File: config.mk
export PLATFORM = sky130hd
export DESIGN_NAME = regfile_wb_arbiter
export DESIGN_NICKNAME = d
export VERILOG_FILES = /design/src/rtl/regfile_wb_arbiter.sv
export SDC_FILE = /design/constraint.sdc
export NUM_CORES = 1
export LEC_CHECK = 0
export BUFFER_PORTS_ARGS = -buffer_cell sky130_fd_sc_hd__buf_2
export CAP_MARGIN = 20
export CORE_MARGIN = 4
export CORE_UTILIZATION = 53
export CTS_BUF_LIST = sky130_fd_sc_hd__clkbuf_8
export DETAILED_ROUTE_END_ITERATION = 6
export PLACE_DENSITY = 0.82
export SLEW_MARGIN = 0
export SYNTH_ARGS = -nofsm -noshare
export SYNTH_HDL_FRONTEND = slang
export SYNTH_SLANG_ARGS = --single-unit
File: constraint.sdc
create_clock -name CLK -period 2.1 [get_ports CLK]
set_input_delay 0.105 -clock CLK [delete_from_list [all_inputs] [get_ports CLK]]
set_output_delay 0.105 -clock CLK [all_outputs]
set_load 0.02 [all_outputs]
File: src/rtl/regfile_wb_arbiter.sv
// Two-requester register-file writeback arbiter with round-robin tie-break,
// one-cycle registered write port, pending-write scoreboard and conflict counter.
module regfile_wb_arbiter (
    input  logic        CLK,
    input  logic        RESET,
    input  logic        a_valid,
    input  logic [3:0]  a_rd,
    input  logic [15:0] a_data,
    output logic        a_ready,
    input  logic        b_valid,
    input  logic [3:0]  b_rd,
    input  logic [15:0] b_data,
    output logic        b_ready,
    input  logic        issue_set,
    input  logic [3:0]  issue_rd,
    input  logic [3:0]  rs,
    input  logic [3:0]  rt,
    output logic        rs_busy,
    output logic        rt_busy,
    output logic        RegWre,
    output logic [3:0]  rd,
    output logic [15:0] WriteData,
    output logic [15:0] conflict_cnt,
    output logic        idle
);

    localparam int unsigned DataWidth = 16;
    localparam int unsigned AddrWidth = 4;
    localparam int unsigned RegCount  = 16;

    typedef enum logic {GrantA = 1'b0, GrantB = 1'b1} grant_t;

    grant_t                 lastGrant, lastGrantNext;
    logic [RegCount-1:0]    busy, busyNext;
    logic                   regWreNext;
    logic [AddrWidth-1:0]   rdNext, grantRd;
    logic [DataWidth-1:0]   writeDataNext, grantData;
    logic [DataWidth-1:0]   conflictNext;
    logic                   xfer;

    // Readies are combinational; the two are mutually exclusive by construction.
    assign a_ready = a_valid && (!b_valid || (lastGrant == GrantB));
    assign b_ready = b_valid && (!a_valid || (lastGrant == GrantA));
    assign xfer    = a_ready || b_ready;

    assign grantRd   = a_ready ? a_rd   : b_rd;
    assign grantData = a_ready ? a_data : b_data;

    assign rs_busy = busy[rs];
    assign rt_busy = busy[rt];
    assign idle    = (busy == '0) && !RegWre;

    // State registers
    always_ff @(posedge CLK or negedge RESET) begin
        if (!RESET) begin
            lastGrant    <= GrantB;
            busy         <= '0;
            RegWre       <= 1'b0;
            rd           <= '0;
            WriteData    <= '0;
            conflict_cnt <= '0;
        end else begin
            lastGrant    <= lastGrantNext;
            busy         <= busyNext;
            RegWre       <= regWreNext;
            rd           <= rdNext;
            WriteData    <= writeDataNext;
            conflict_cnt <= conflictNext;
        end
    end

    // Next-state logic
    always_comb begin
        lastGrantNext = lastGrant;
        busyNext      = busy;
        regWreNext    = 1'b0;
        rdNext        = rd;
        writeDataNext = WriteData;
        conflictNext  = conflict_cnt;

        if (a_ready) begin
            lastGrantNext = GrantA;
        end else if (b_ready) begin
            lastGrantNext = GrantB;
        end

        // Writes to r0 are accepted but never reach the register file.
        if (xfer && (grantRd != AddrWidth'(0))) begin
            regWreNext    = 1'b1;
            rdNext        = grantRd;
            writeDataNext = grantData;
        end

        // Clear before set so a same-edge new producer keeps the bit set.
        if (xfer) begin
            busyNext[grantRd] = 1'b0;
        end
        if (issue_set && (issue_rd != AddrWidth'(0))) begin
            busyNext[issue_rd] = 1'b1;
        end
        busyNext[0] = 1'b0;

        if (a_valid && b_valid && (conflict_cnt != {DataWidth{1'b1}})) begin
            conflictNext = conflict_cnt + DataWidth'(1);
        end
    end

endmodule

==> flow_summary_export.csv <==
group,metric,value,unit
run_status,outcome,"finished, final reports clean",
power_and_ir_drop,pwr-share-seq,46.2,%
global_routing,grt_pass1_vias,2836,
global_routing,grt_pass1_wl,13900,um
route,route.detailed.wl_per_inst,17.1,um
layout,finalNetCount,457,
sta,slew_viol_final,0,
power_and_ir_drop,vdd_drop_max,619,uV
global_routing,track_usage,23.1,%
critical_path,rr_worst_depth,5,
logic_synthesis,synth_async_sr_flop_share,100,%
sta,rsz0062_at_grt,"no",
global_routing,overflow,0,
logic_synthesis,synth_cell_types,49,
logic_synthesis,ys.flop_type,"dfrtp_1",
layout,seq_area,1330,um2
sta,skew,7.63,ps
clock_tree,clockRootBuffer,"clkbuf_8",
sta,fin_tns_setup,0,ps
logic_synthesis,synth_seq_area_share,40.9,%
sta,min_period,1990,ps
logic_synthesis,postSynthCellCount,298,
floorplanning,initial_core_util,54.8,%
floorplanning,coreArea,5920,um2
logic_synthesis,avgSynthCellArea,10.9,um2
critical_path,crit_path_start_kind,"register",
power_and_ir_drop,power_switching_share,34.4,%
layout,area_growth,22.4,%
clock_tree,clk_pin_slew_worst_paths,90,ps
placement,portBuffers,98,
power_and_ir_drop,p_comb_share,30.7,%
flow_run,maxCapViolCount,0,
sta,max_freq,0.503,GHz
clock_tree,cts_made_buffers,5,
floorplanning,ios,99,
route,viasPerCell,5.90,
logic_synthesis,synth_top_area_cell,"dfrtp_1",
power_and_ir_drop,power.share.clock,23.0,%
clock_tree,post_cts_buffers,0,
critical_path,r2r-start,"lastGrant$_DFFE_PN1N_",
logic_synthesis,ys_warn_count,0,
logic_synthesis,synth_top_cell_area_share,40.1,%
logic_synthesis,ys_ff_latch,53,
logic_synthesis,syn_area,3240,um2
placement,dp_hpwl,6350,um
global_routing,antenna_found_initial,0,
route,drtAntennaViolNets,0,
layout,multiInputGateArea,1790,um2
critical_path,timing.rr.end,"WriteData[11]$_DFFE_PN0P_",
route,vias,2803,
hold_path,min_path_cells,3,
critical_path,arrival,2180,ps
route,drc_errors,0,
layout,fillers,466,
power_and_ir_drop,power_density,775,nW/um2
power_and_ir_drop,power.leakage,1.93,nW
sta,finalSetupViolCount,0,
route,wirelength,8140,um
logic_synthesis,synth_area_leaders,"dfrtp_1 (40%), mux2_4 (7.4%), mux2_2 (7.3%)",
power_and_ir_drop,power.switching,1.06,mW
critical_path,required,2300,ps
sta,tightest_slew,597,ps
logic_synthesis,synth_edf_count,0,
placement,globalplace.congestion,0.940,
layout,antenna_cells,0,
floorplanning,design.die.area,7440,um2
clock_tree,cts_tree,"done",
clock_tree,clock_sinks,53,
sta,relSlewSlack,59.8,%
critical_path,worstSetupPathType,"reg2reg",
floorplanning,die_w,86.2,um
logic_synthesis,synth_most_common_cell,"dfrtp_1",
clock_tree,clkLatencyLatePin,310,ps
critical_path,cp_max_fo,6,
critical_path,rrSetupSlack,110,ps
hold_path,hold_class,"in2reg",
clock_tree,htreeDepth,2,
layout,drive_gt1_share,42.0,%
logic_synthesis,synth_common_cells,"dfrtp_1 (52), mux2_2 (21), mux2_4 (16)",
power_and_ir_drop,power.internal,2.02,mW
clock_tree,cts_resized,0,
route,drt_iter0_markers,281,
critical_path,cp-end-kind,"register",
sta,hold_violations,0,
floorplanning,rows,28,
logic_synthesis,syn_nets,356,
route,firstDrtPassIters,4,
hold_path,hold_end,"lastGrant$_DFFE_PN1N_",
floorplanning,die_h,86.2,um
global_routing,grt_max_degree,30,
clock_tree,clock_path_buffers,2,
power_and_ir_drop,p_total,3.08,mW
hold_path,min-delay-start,"b_valid",
sta,post-route-period-util,94.6,%
[worst max-delay path, stage by stage, from the launching register on]
cell      delay, ps
dfstp_2         560
nand2b_1        230
a21oi_2         100
a311oi_4        420
buf_4           250
mux2_4          310
[worst max-delay path by stage]
stage | slack, ps | cells after the start | start | end
after global placement | 200 | 5 | lastGrant$_DFFE_PN1N_ | WriteData[7]$_DFFE_PN0P_
after floorplan | 180 | 6 | lastGrant$_DFFE_PN1N_ | WriteData[10]$_DFFE_PN0P_
after CTS | 90 | 5 | lastGrant$_DFFE_PN1N_ | WriteData[11]$_DFFE_PN0P_
after detailed placement | 110 | 5 | lastGrant$_DFFE_PN1N_ | WriteData[7]$_DFFE_PN0P_
final | 110 | 5 | lastGrant$_DFFE_PN1N_ | WriteData[11]$_DFFE_PN0P_
after global routing | 10 | 5 | lastGrant$_DFFE_PN1N_ | WriteData[9]$_DFFE_PN0P_
[cells in the final DEF, fill, tap and decap left out, drive strengths merged, types with 9 or more instances in the layout]
cell     n
and4    10
o22ai   12
nor2    13
inv     16
nand3    9
buf    109
nand4    9
nand2   13
xor2    11
a21oi    9
mux2    37
dfrtp   52
[stage by stage]
stage,setup WS (ps),cells,utilization (%),hold WS (ps),cell area [um2]
2_1_floorplan,181,298,-,-191,3240
3_3_place_gp,198,466,65.0,128,3850
3_5_place_dp,110,466,65.0,134,3850
4_1_cts,86.0,475,67.1,121,3970
5_1_grt,9.94,475,67.1,153,3970
6_report,113,475,67.1,131,3970
[cell type report]
class / instances / area share, %
well taps: 75 / 2.36
multi-input cells: 214 / 45.0
flip-flops and latches: 53 / 33.4
inverters: 15 / 1.42
repair buffers: 110 / 15.0
clock buffers: 5 / 1.73
clock inverters: 3 / 1.10
[logic make-up after synthesis]
kind of cell	synth area share, %
adders and majority gates	0.386
AOI/OAI and AO/OA	13.9
muxes	21.0
DFF	40.9
and+or+nand+nor	16.4
buffers and inverters	4.40
xor gates and xnor gates	2.97
[what timing repair did]
item,4_1_cts,5_1_grt
setup endpoints to repair,0,0
hold buffers,1,0
endpoints found under the hold margin,24,0
[power by group through the flow]
stage / Combinational [mW] / Clock [mW] / Sequential, mW
after global placement: 0.917 / 0 / 1.43
final: 0.947 / 0.709 / 1.42
after global routing: 1.03 / 0.765 / 1.46
after CTS: 0.956 / 0.709 / 1.42
after detailed placement: 0.951 / 0 / 1.44
after floorplan: 0.500 / 0 / 1.52
[per-layer routing]
metal	share of wire (%)	up-vias	GRT usage, %
li1	-	1342	-
met1	41	1369	30.9
met2	52	84	40.2
met3	5.2	8	4.18
met4	0.86	0	3.68
met5	0	-	0
[flip-flops by register name (all words and copies together) (netlist names)]
name	cells
RegWre	1
WriteData	16
busy	15
conflict_cnt	16
lastGrant	1
rd	4
Power figures use the tool's default switching activity.
